--- src/rtl/cell_sweep_pkg.sv ---
// Shared types and truth-table constants for the standard-cell sweep sequencer.
package cell_sweep_pkg;

   // Sweep sequencer states
   typedef enum logic [1:0] {
      IDLE   = 2'd0,
      WAIT   = 2'd1,
      SAMPLE = 2'd2,
      DONE   = 2'd3
   } sweep_state_e;

   // Width of the settle counter; covers the full 1..255 settle range
   localparam int unsigned CNT_W = 8;

   // Expected truth tables, bit i is the output for input vector i (MSB input first)
   localparam logic [7:0] AOI21_TT = 8'h07;   // ZN = ~(A | (B1 & B2))
   localparam logic [3:0] NAND2_TT = 4'h7;    // ZN = ~(A & B)
   localparam logic [3:0] NOR2_TT  = 4'h1;    // ZN = ~(A | B)
   localparam logic [1:0] INV_TT   = 2'h1;    // ZN = ~A

endpackage

--- src/rtl/sweep_settle_cnt.sv ---
// Loadable down-counter with terminal-count flag, used to time the settle window.
module sweep_settle_cnt
   import cell_sweep_pkg::*;
#(
   parameter int unsigned W = CNT_W
) (
   input  logic         clk,
   input  logic         rst,
   input  logic         load,
   input  logic [W-1:0] load_val,
   input  logic         en,
   output logic         tc_c
);

   logic [W-1:0] cnt;

   // Load takes priority; decrement stops at zero
   always_ff @(posedge clk) begin
      if (rst) begin
         cnt <= '0;
      end else if (load) begin
         cnt <= load_val;
      end else if (en && (cnt != '0)) begin
         cnt <= cnt - W'(1);
      end
   end

   assign tc_c = (cnt == '0);

endmodule

--- src/rtl/cell_sweep_ctrl.sv ---
// Exhaustive input sweep of a single-output combinational cell with truth-table check.
module cell_sweep_ctrl
   import cell_sweep_pkg::*;
#(
   parameter int unsigned              N_IN   = 3,
   parameter int unsigned              SETTLE = 2,
   parameter logic [(1<<N_IN)-1:0]     EXP_TT = AOI21_TT
) (
   input  logic            clk,
   input  logic            rst,
   input  logic            start,
   output logic [N_IN-1:0] cut_in,
   input  logic            cut_out,
   output logic            busy,
   output logic            done,
   output logic            pass,
   output logic [N_IN:0]   err_cnt,
   output logic            fail_vld,
   output logic [N_IN-1:0] fail_vec
);

   localparam int unsigned           NUM_VEC   = 1 << N_IN;
   localparam int unsigned           ERR_W     = N_IN + 1;
   localparam logic [N_IN-1:0]       LAST_VEC  = N_IN'(NUM_VEC - 1);
   localparam logic [ERR_W-1:0]      ERR_MAX   = ERR_W'(NUM_VEC);
   localparam logic [CNT_W-1:0]      SETTLE_LD = CNT_W'(SETTLE - 1);

   sweep_state_e      state_q;
   sweep_state_e      state_d;
   logic [N_IN-1:0]   vec_q;
   logic              cnt_load;
   logic              cnt_en;
   logic              settle_tc;
   logic              sweep_clr;
   logic              vec_inc;
   logic              do_sample;
   logic              last_sample;
   logic              mismatch;
   logic [ERR_W-1:0]  err_cnt_d;

   // Settle-window timer: loaded on every entry to WAIT
   sweep_settle_cnt #(
      .W (CNT_W)
   ) u_settle (
      .clk      (clk),
      .rst      (rst),
      .load     (cnt_load),
      .load_val (SETTLE_LD),
      .en       (cnt_en),
      .tc_c     (settle_tc)
   );

   // State register
   always_ff @(posedge clk) begin
      if (rst) begin
         state_q <= IDLE;
      end else begin
         state_q <= state_d;
      end
   end

   // Next-state and control strobes
   always_comb begin
      state_d     = state_q;
      cnt_load    = 1'b0;
      cnt_en      = 1'b0;
      sweep_clr   = 1'b0;
      vec_inc     = 1'b0;
      do_sample   = 1'b0;
      last_sample = 1'b0;
      case (state_q)
         IDLE: begin
            if (start) begin
               state_d   = WAIT;
               sweep_clr = 1'b1;
               cnt_load  = 1'b1;
            end
         end
         WAIT: begin
            if (settle_tc) begin
               state_d = SAMPLE;
            end else begin
               cnt_en = 1'b1;
            end
         end
         SAMPLE: begin
            do_sample = 1'b1;
            if (vec_q == LAST_VEC) begin
               state_d     = DONE;
               last_sample = 1'b1;
            end else begin
               state_d  = WAIT;
               vec_inc  = 1'b1;
               cnt_load = 1'b1;
            end
         end
         DONE: begin
            state_d = IDLE;
         end
         default: begin
            state_d = IDLE;
         end
      endcase
   end

   // Unknown or floating cell output is treated as a mismatch
   assign mismatch  = do_sample && (cut_out !== EXP_TT[vec_q]);
   assign err_cnt_d = (mismatch && (err_cnt != ERR_MAX)) ? err_cnt + ERR_W'(1) : err_cnt;

   // Vector, status and result registers
   always_ff @(posedge clk) begin
      if (rst) begin
         vec_q    <= '0;
         busy     <= 1'b0;
         done     <= 1'b0;
         pass     <= 1'b0;
         err_cnt  <= '0;
         fail_vld <= 1'b0;
         fail_vec <= '0;
      end else begin
         busy <= (state_d != IDLE);
         done <= (state_d == DONE);
         if (sweep_clr) begin
            vec_q    <= '0;
            err_cnt  <= '0;
            fail_vld <= 1'b0;
            pass     <= 1'b0;
         end else begin
            if (vec_inc) begin
               vec_q <= vec_q + N_IN'(1);
            end
            err_cnt <= err_cnt_d;
            if (mismatch && !fail_vld) begin
               fail_vec <= vec_q;
               fail_vld <= 1'b1;
            end
            // Verdict is formed with the final sample included so it is valid alongside done
            if (last_sample) begin
               pass <= (err_cnt_d == '0);
            end
         end
      end
   end

   assign cut_in = vec_q;

endmodule

--- config.mk ---
export PLATFORM = sky130hd
export DESIGN_NAME = cell_sweep_ctrl
export DESIGN_NICKNAME = d
export VERILOG_FILES = /design/src/rtl/cell_sweep_pkg.sv /design/src/rtl/sweep_settle_cnt.sv /design/src/rtl/cell_sweep_ctrl.sv
export SDC_FILE = /design/constraint.sdc
export NUM_CORES = 1
export LEC_CHECK = 0
export ABC_AREA = 1
export CORE_ASPECT_RATIO = 0.9
export CORE_MARGIN = 3
export CORE_UTILIZATION = 60
export CTS_BUF_LIST = sky130_fd_sc_hd__clkbuf_8
export CTS_CLUSTER_SIZE = 25
export DETAILED_ROUTE_END_ITERATION = 10
export PLACE_DENSITY_LB_ADDON = 0.15
export SYNTH_ARGS = -nofsm -noshare
export SYNTH_HDL_FRONTEND = slang
export SYNTH_SLANG_ARGS = --single-unit
--- constraint.sdc ---
create_clock -name clk -period 3.53 [get_ports clk]
set_input_delay 0.706 -clock clk [delete_from_list [all_inputs] [get_ports clk]]
set_output_delay 0.706 -clock clk [all_outputs]
set_load 0.05 [all_outputs]
==> results <==
- The run finished with clean final reports.
- The cell at the root of the clock tree is clkbuf_8.
- The number of distinct library cells after synthesis is 22.
- The startpoint of the most critical setup path is err_cnt[2]$_SDFF_PP0_.
- Static timing analysis puts the maximum clock frequency at 443 MHz.
- Counting flops and latches in the post-synthesis netlist gives 25.
- Dividing the detail-routed wire length by the instance count gives around 12 µm.
- The number of buffers and inverters on the critical path is 1.
- The pre-CTS worst setup slack is 1.48 ns.
- Setup repair after global routing left no endpoint under its margin.
- The number of antenna diodes in the final layout is 0.
- In the global route stage, met2 resource usage came out at 34.9%.
- Port buffering added 17 buffers.
- Clock-pin slew was measured on the worst setup and hold paths at 0.09 ns.
- In this run, CTS created clock tree buffers numbering 3.
- The die is 49.2 µm tall.
- The sequential element share of the synthesized area is between 40% and 50%.
- The most common cell in the synthesized netlist is nand2_1.
- The post-layout minimum cycle time is 2.26 ns.
- The CTS tree is yes.
- The delay contributed by the slowest stage of the critical path is 0.84 ns.
- STA classifies the critical path startpoint as a register.
- The worst endpoint required time is between 2 and 3 ns.
- The count of pins over their slew limit is 0.
- The clock tree skew after final layout is 0.0118 ns.
- After layout, the worst setup slack is 1.27 ns.
- The library cell occupying the most area in the post-synthesis netlist is dfxtp_1.
- For the pin with the worst max-slew slack, the measured transition is 0.517 ns.
- Detailed placement finished with a half-perimeter wire length of around 1.9 mm.
- Setup violations remaining at the end of the flow were counted as 0.
- The cell with the largest stage delay on the worst path is clkdlybuf4s50_1.
- The start point of the worst min-delay path is fail_vec[1]$_SDFFE_PP0P_.
- Traced cell by cell, the critical path runs through clkdlybuf4s50_1.
- The most used flip-flop cell after synthesis is dfxtp_1.
- The gate family responsible for the most delay along the worst path is buffers and inverters.
- The effective utilization at floorplan is 68.9%.
- The number of nets in the layout is 198.
- The area fraction of the dominant cell type after synthesis is 40.2%.
- The clock reaches the later pin of the worst-skew pair after 0.28 ns.
- For this run, the number of Yosys warnings is 0.
- After clock tree synthesis, the repair step resized 0 gates.
- Of the cells placed in the final design, the portion with a size suffix greater than 1 is around a tenth.
- Row generation in the floorplan step produced 14 rows.
- Headroom to the max-slew limit came out at 65.4%.
- The number of clock sinks is 25.
- The total global-route track usage is about 23%.
- The final-report hold violation count is 0.
- The number of max-cap violations is 0.
- The total negative setup slack is 0 ns.
- The ratio of routed vias to standard cells is 5.27.
- The leakage power figure is 0.620 nW.
- The number of enable-type register cells in the synthesized netlist is 0.
- The class of the tightest hold or removal check is register to register.
- The maximum net fanout on the critical path is 5.
- The number of routed nets with antenna violations is 0.
- The cell count after synthesis is 167.
- In this run the critical register-to-register path is launched from cut_in[0]$_SDFFE_PP0P_.
- The post-synthesis async set-or-reset flop share is 0%.
- STA classifies the critical path endpoint as an output port.
- The final wirelength is 2.50 mm.
- Synthesis produced a netlist with a net count of 177.
- The violation count after the first detailed-route iteration is 38.
- The initial antenna violation count came to 0.
- Sorting the synthesized cells by how often they occur yields nand2_1 (32), inv_1 (26), dfxtp_1 (25).
- The die width is 54.0 µm.
- The core area is 1800 µm².
- The count of boundary I/O pins is 18.
- Relative to the synthesized area, the layout overhead comes to 19.1%.
- The largest voltage drop on the vdd net is 0.482 mV.
- The clock passes through at most 2 buffers.
- The total power density per cell area is about 480 nW/µm².
- The cell count after placement is between 200 and 250.
- The area enclosed by the die boundary is 2660 µm².
- The via count of the first global-routing pass was 1085.
- Routability-driven placement finished with a final weighted congestion of 0.894.
- In this run the post-CTS setup repair buffer count came out at 0.
- The arrival time reported for the critical path endpoint is about 1.6 ns.
- The overflow left after global routing is 0.
- Buffers inserted to repair hold after CTS numbered 0.
- The met3 usage in global routing is 7.95%.
- The worst setup path is of the register to output port kind.
- The worst path uses 64.0% of the clock period.
- In the global route stage, met1 resource usage came out at slightly above 30%.
- For this block, the via count after detailed routing is 1113.
- The final cell count without fillers is between 200 and 250.
- The first-pass GRT wire length is 4.58 mm.
- The synthesized netlist occupies a cell area of between 1000 and 1500 µm².
- Sorting the synthesized cells by area gives the leading types as dfxtp_1 (40%), nand2_1 (9.7%), inv_1 (7.8%).
- Entering global routing, the biggest net connects 16 pins.
- The global routing stage identified its most utilized layer as met2.
- For this run, design rule violations remaining after detail routing come to 0.
- The mean cell area of the mapped netlist is 7.45 µm².
- The first detailed-routing pass ran for 4 iterations.
- The total number of H-tree levels is 1.
## flip-flops by register name, indices dropped and copies added (netlist names), named ones only
| register | count |
|---|---|
| done | 1 |
| u_settle.cnt | 8 |
| err_cnt | 4 |
| cut_in | 3 |
| fail_vld | 1 |
| state_q | 2 |
| pass | 1 |
| busy | 1 |
| fail_vec | 3 |
## routing by layer
layer / vias to the layer above / share of wire (%)
met5: - / 0
met4: 0 / 0.52
met3: 2 / 9.0
met2: 40 / 43
met1: 499 / 47
li1: 572 / -
## cell usage in the layout, fill, tap and decap left out, types with 6 or more instances in the layout
cell type        instances
a21oi_1                 18
clkdlybuf4s50_1         17
dfxtp_1                 25
ha_1                     6
inv_1                   26
nand2_1                 32
nand3_1                 11
nor2_1                  13
## path summary, 6_finish.rpt
kind | end | slack [ns] | depth (start not counted)
min reg2reg | fail_vec[1]$_SDFFE_PP0P_ | 0.46 | 2
min | fail_vec[1]$_SDFFE_PP0P_ | 0.46 | 2
max | err_cnt[2] | 1.27 | 1
max reg2reg | u_settle.cnt[1]$_SDFFE_PP0P_ | 1.96 | 8
## where the power goes
| group | internal, mW | switching, mW | total, mW |
|---|---|---|---|
| clock network | 0.0801 | 0.0929 | 0.173 |
| registers | 0.303 | 0.0155 | 0.318 |
| logic | 0.0728 | 0.142 | 0.215 |
## layout make-up
cell class | count | area [µm²]
multi-input cells | 111 | 619
fillers | 121 | 323
repair buffers | 17 | 170
inverters | 30 | 113
clock inverters | 1 | 7.51
clock buffers | 3 | 41.3
flip-flops and latches | 25 | 500
well taps | 24 | 30.0
## kinds of logic after synthesis
kind of cell	share of synthesized area, %
simple gates	28.0
buf+inv	9.96
compound gates	12.3
flops	40.2
fa+ha+maj	6.04
xor+xnor	3.52
## stage by stage
stage               hold slack (ns)  instance area [µm²]  total power [mW]  util [%]
global placement              0.435                 1430             0.529      79.4
floorplan                     0.438                 1240             0.492         -
finish                        0.460                 1480             0.706      82.1
global route                  0.484                 1480             0.751      82.1
detailed placement            0.444                 1430             0.537      79.4
CTS                           0.456                 1480             0.706      82.1
No activity file was read; power rests on OpenSTA's default activity.
==> RTL edit 1: new RTL, config.mk and constraints unchanged <==
`N_IN`: 3 -> 2.
--- a/src/rtl/cell_sweep_ctrl.sv
+++ b/src/rtl/cell_sweep_ctrl.sv
@@ -3,5 +3,5 @@
    import cell_sweep_pkg::*;
 #(
-   parameter int unsigned              N_IN   = 3,
+   parameter int unsigned              N_IN   = 2,
    parameter int unsigned              SETTLE = 2,
    parameter logic [(1<<N_IN)-1:0]     EXP_TT = AOI21_TT
Interface: changed (resized cut_in, err_cnt and fail_vec); port bits go from 18 to 15. The function was not compared with the original's and may differ.
==> RTL edit 1 against the original RTL <==
Sequential share of layout area fell by 1.7 points. Count of clock-buffer cells in the layout did not move. Largest cell class unchanged. Cell area fell by 12%. Routed wire length fell by 15%. Worst setup slack improved by 0.075 ns. Sequential cell count fell by 4. Area after synthesis fell by 11%. Total power fell by 9.8%. Critical path depth did not move.
==> RTL edit 1: results (changes against the original RTL) <==
stage	metric	value	unit	change
status	status	completed		
grt	first-pass GRT wire length	3.53	mm	-23%
sta	worst hold-check slack	0.501	ns	+0.0407 ns
synthesis	Synth top cells by count	nand2_1, dfxtp_1, inv_1		
power_and_ir_drop	Leak	0.595	nW	-4.1%
critical_path	CP max FO	4		-1
sta	Tightest Pin Transition	0.505	ns	-0.0125 ns
critical_path	R2R depth	9		+1
power_and_ir_drop	Max VDD drop	0.435	mV	-9.9%
place	HPWL Detailed	1.64	mm	-16%
synthesis	Post-Synth XOR/XNOR Area	2.38	%	-1.1 points
critical_path	crit path capture	cut_in[0]		
place	DP Worst Slack	1.58	ns	+0.101 ns
final_layout	Final Non-Filler Cells	186		-12%
synthesis	Synth Area in Compound Gates	7.82	%	-4.5 points
critical_path	Arr. time, crit path	1.48	ns	-0.07 ns
synthesis	Adder-Cell Fraction of Synth Area	5.67	%	-0.37 points
critical_path	Setup crit start	cut_in[0]		
power_and_ir_drop	Pint	0.406	mW	-11%
final_layout	Largest regs	u_settle.cnt: 8 flops, err_cnt: 3 flops		
synthesis	synth top area cells	dfxtp_1, nand2_1, inv_1, nor2_4, ha_1		
sta	Fmax	0.458	GHz	+3.4%
grt	pin count of the biggest net entering global routing	13		-3
detailed_routing	Via Count	916		-18%
detailed_routing	drt initial violations	19		-50%
sta	post-route clock skew	0.00192	ns	-0.00992 ns
clock_network	later-pin clock latency in the skew report	0.26	ns	-0.02 ns
final_layout	layout cell share with drive strength beyond 1	18.5	%	+7.8 points
final_layout	Layout Nets	172		-13%
critical_path	worst r2r src	u_settle.cnt[0]		
## RTL edit 1: cell count changes in the layout (fill, tap and decap cells not counted), sizes merged, moves of 2 or more
cell | before | now
nand4 | 5 | 2
dfxtp | 25 | 21
clkinv | 0 | 2
xor2 | 5 | 3
nand2 | 37 | 26
clkdlybuf4s50 | 17 | 14
a21oi | 19 | 7
nor2 | 17 | 23
o21ai | 7 | 9
inv | 30 | 32
## RTL edit 1: layout make-up
| cell class | instances | area, µm² |
|---|---|---|
| flip-flops and latches | 21 | 420 |
| well taps | 24 | 30.0 |
| repair buffers | 14 | 140 |
| clock buffers | 3 | 41.3 |
| inverters | 33 | 124 |
| multi-input cells | 90 | 548 |
| clock inverters | 1 | 5.00 |
| fillers | 135 | 390 |
## RTL edit 1: tightest hold or removal path, cell delays in order, from the launching register on
cell	delay, ns
dfxtp_1	0.32
inv_1	0.07
a21oi_1	0.06
## RTL edit 1: power groups by stage
| stage | Sequential, mW | Combinational (mW) | Clock (mW) |
|---|---|---|---|
| global placement | 0.272 | 0.206 | 0 |
| floorplan | 0.295 | 0.152 | 0 |
| finish | 0.268 | 0.214 | 0.155 |
| detailed placement | 0.273 | 0.212 | 0 |
| global route | 0.269 | 0.235 | 0.167 |
| CTS | 0.268 | 0.215 | 0.158 |
## RTL edit 1: per-layer routing
layer  vias up  GRT usage, %  wire length [µm]
li1        479             -                 -
met1       418          23.0               931
met2        17          36.8              1070
met3         2          7.44                97
met4         0          5.38                12
met5         -             0                 0
## RTL edit 1: how the worst min path moves through the flow
stage | from | endpoint | depth (start not counted)
after floorplan | u_settle.cnt[1] | u_settle.cnt[1] | 2
after global placement | fail_vld | fail_vld | 2
after detailed placement | fail_vld | fail_vld | 2
after CTS | fail_vld | fail_vld | 2
after global routing | fail_vld | fail_vld | 2
final | fail_vld | fail_vld | 2
==> RTL edit 2: new RTL, config.mk and constraints unchanged <==
Made on the original files. Re-encode `sweep_state_e` (4 states) as one-hot, 4 bits wide.
--- a/src/rtl/cell_sweep_pkg.sv
+++ b/src/rtl/cell_sweep_pkg.sv
@@ -3,9 +3,9 @@
 
    // Sweep sequencer states
-   typedef enum logic [1:0] {
-      IDLE   = 2'd0,
-      WAIT   = 2'd1,
-      SAMPLE = 2'd2,
-      DONE   = 2'd3
+   typedef enum logic [3:0] {
+      IDLE   = 4'b0001,
+      WAIT   = 4'b0010,
+      SAMPLE = 4'b0100,
+      DONE   = 4'b1000
    } sweep_state_e;
 
Check against the original RTL: same outputs for any inputs over 10 cycles, from zero or initial values and one cycle with rst high; not proved beyond that.
==> RTL edit 2 against the original RTL <==
Worst setup slack lost 0.0021 ns. Cell area grew 6.8%. Die area grew 6.7%. First-iteration DRC count shrank 11%. Synthesized cell count grew 5.4%. Clock skew shrank 0.0070 ns. Routed wire length grew 10%. Sequential cell count grew 2. Area after synthesis grew 7.6%. Largest cell class unchanged. Highest routed layer unchanged.
Power is not compared: it rests on default switching activity, and its combinational part moved more than twofold at a synthesized area within 25%.
==> RTL edit 2: results (changes against the original RTL) <==
stage	metric	value	unit	change
detailed_routing	Post-Route WL	2.75	mm	+10%
synthesis	sequential area share after synthesis	40.4	%	+0.13 points
clock_network	CTS Buffer Depth	2		unchanged
status	status	completed		
detailed_routing	First-pass DRT Iterations	4		unchanged
detailed_routing	Via Count	1168		+4.9%
grt	initial antenna violation count	0		unchanged
sta	slew margin rel.	66.6	%	+1.2 points
place	Post-DP Area	1540	µm²	+7.2%
grt	pin count of the biggest net entering global routing	16		unchanged
detailed_routing	met2 WL	1.23	mm	+14%
synthesis	synth top area cells	dfxtp_1, nand2_1, inv_1, ha_1, a21oi_1		
sta	worst hold-check slack	0.472	ns	+0.0115 ns
final_layout	Layout Nets	207		+4.5%
grt	GRT Resource Usage Total	22.2	%	-0.70 points
final_layout	layout cell share with drive strength beyond 1	10.2	%	-0.49 points
final_layout	Largest regs	u_settle.cnt: 8 flops, err_cnt: 4 flops, state_q: 4 flops		
power_and_ir_drop	Comb pwr share	9.3	%	
sta	post-route clock skew	0.00481	ns	-0.00703 ns
place	Port Buffers	17		unchanged
synthesis	syn nets	186		+5.1%
place	DP Worst Slack	1.46	ns	-0.0173 ns
sta	Fmax	0.442	GHz	about the same
critical_path	Reg2Reg Setup Slack	1.95	ns	
grt	first-pass GRT wire length	5.02	mm	+9.5%
min_path	Hold Crit Depth	2		unchanged
synthesis	Synth cell types	28		+27%
final_layout	Final Non-Filler Cells	221		+4.7%
clock_network	H-Tree Level Count	1		unchanged
synthesis	Synth top cells by count	nand2_1, dfxtp_1, inv_1		
grt	vias in the first global route	1145		+5.5%
critical_path	CP max FO	6		+1
detailed_routing	WL met1	1.31	mm	+11%
grt	met3 Use GR	6.06	%	-1.9 points
place	gpl congestion	0.887		-0.81%
grt	routing usage on met2	34.8	%	-0.037 points
critical_path	Setup crit start	err_cnt[2]		
power_and_ir_drop	Sw Pwr	0.126	mW	
grt	met1 Use GR	29.1	%	-2.0 points
critical_path	crit path capture	err_cnt[2]		
detailed_routing	drt initial violations	34		-11%
place	HPWL Detailed	2.12	mm	+8.9%
synthesis	Syn Inst Count	176		+5.4%
final_layout	Fill cells	146		+21%
detailed_routing	met3 wire length	166	µm	-26%
[RTL edit 2: changes by cell type after synthesis, moves of 3 or more]
| cell | delta |
|---|---|
| nand2_1 | +9 |
| inv_1 | -4 |
| a21oi_1 | -4 |
| nand4_1 | +3 |
| xnor2_1 | +4 |
| o21ai_0 | -3 |
[RTL edit 2: logic make-up after synthesis]
| kind of cell | after synthesis | synth area share (%) |
|---|---|---|
| adder cells (fa/ha/maj) | 6 | 5.61 |
| AO/OA/AOI/OAI | 20 | 8.51 |
| flip-flops | 27 | 40.4 |
| buffers and inverters | 26 | 7.48 |
| XOR/XNOR | 7 | 4.58 |
| AND/OR/NAND/NOR | 90 | 33.5 |
[RTL edit 2: cell type report]
cell class,instances,area (µm²),area share (%)
multi-input combinational,123,698,44.1
sequential,27,541,34.2
timing repair buffer,17,170,10.8
inverter,25,96.3,6.09
clock buffer,3,41.3,2.61
tap,25,31.3,1.98
clock inverter,1,5.00,0.316
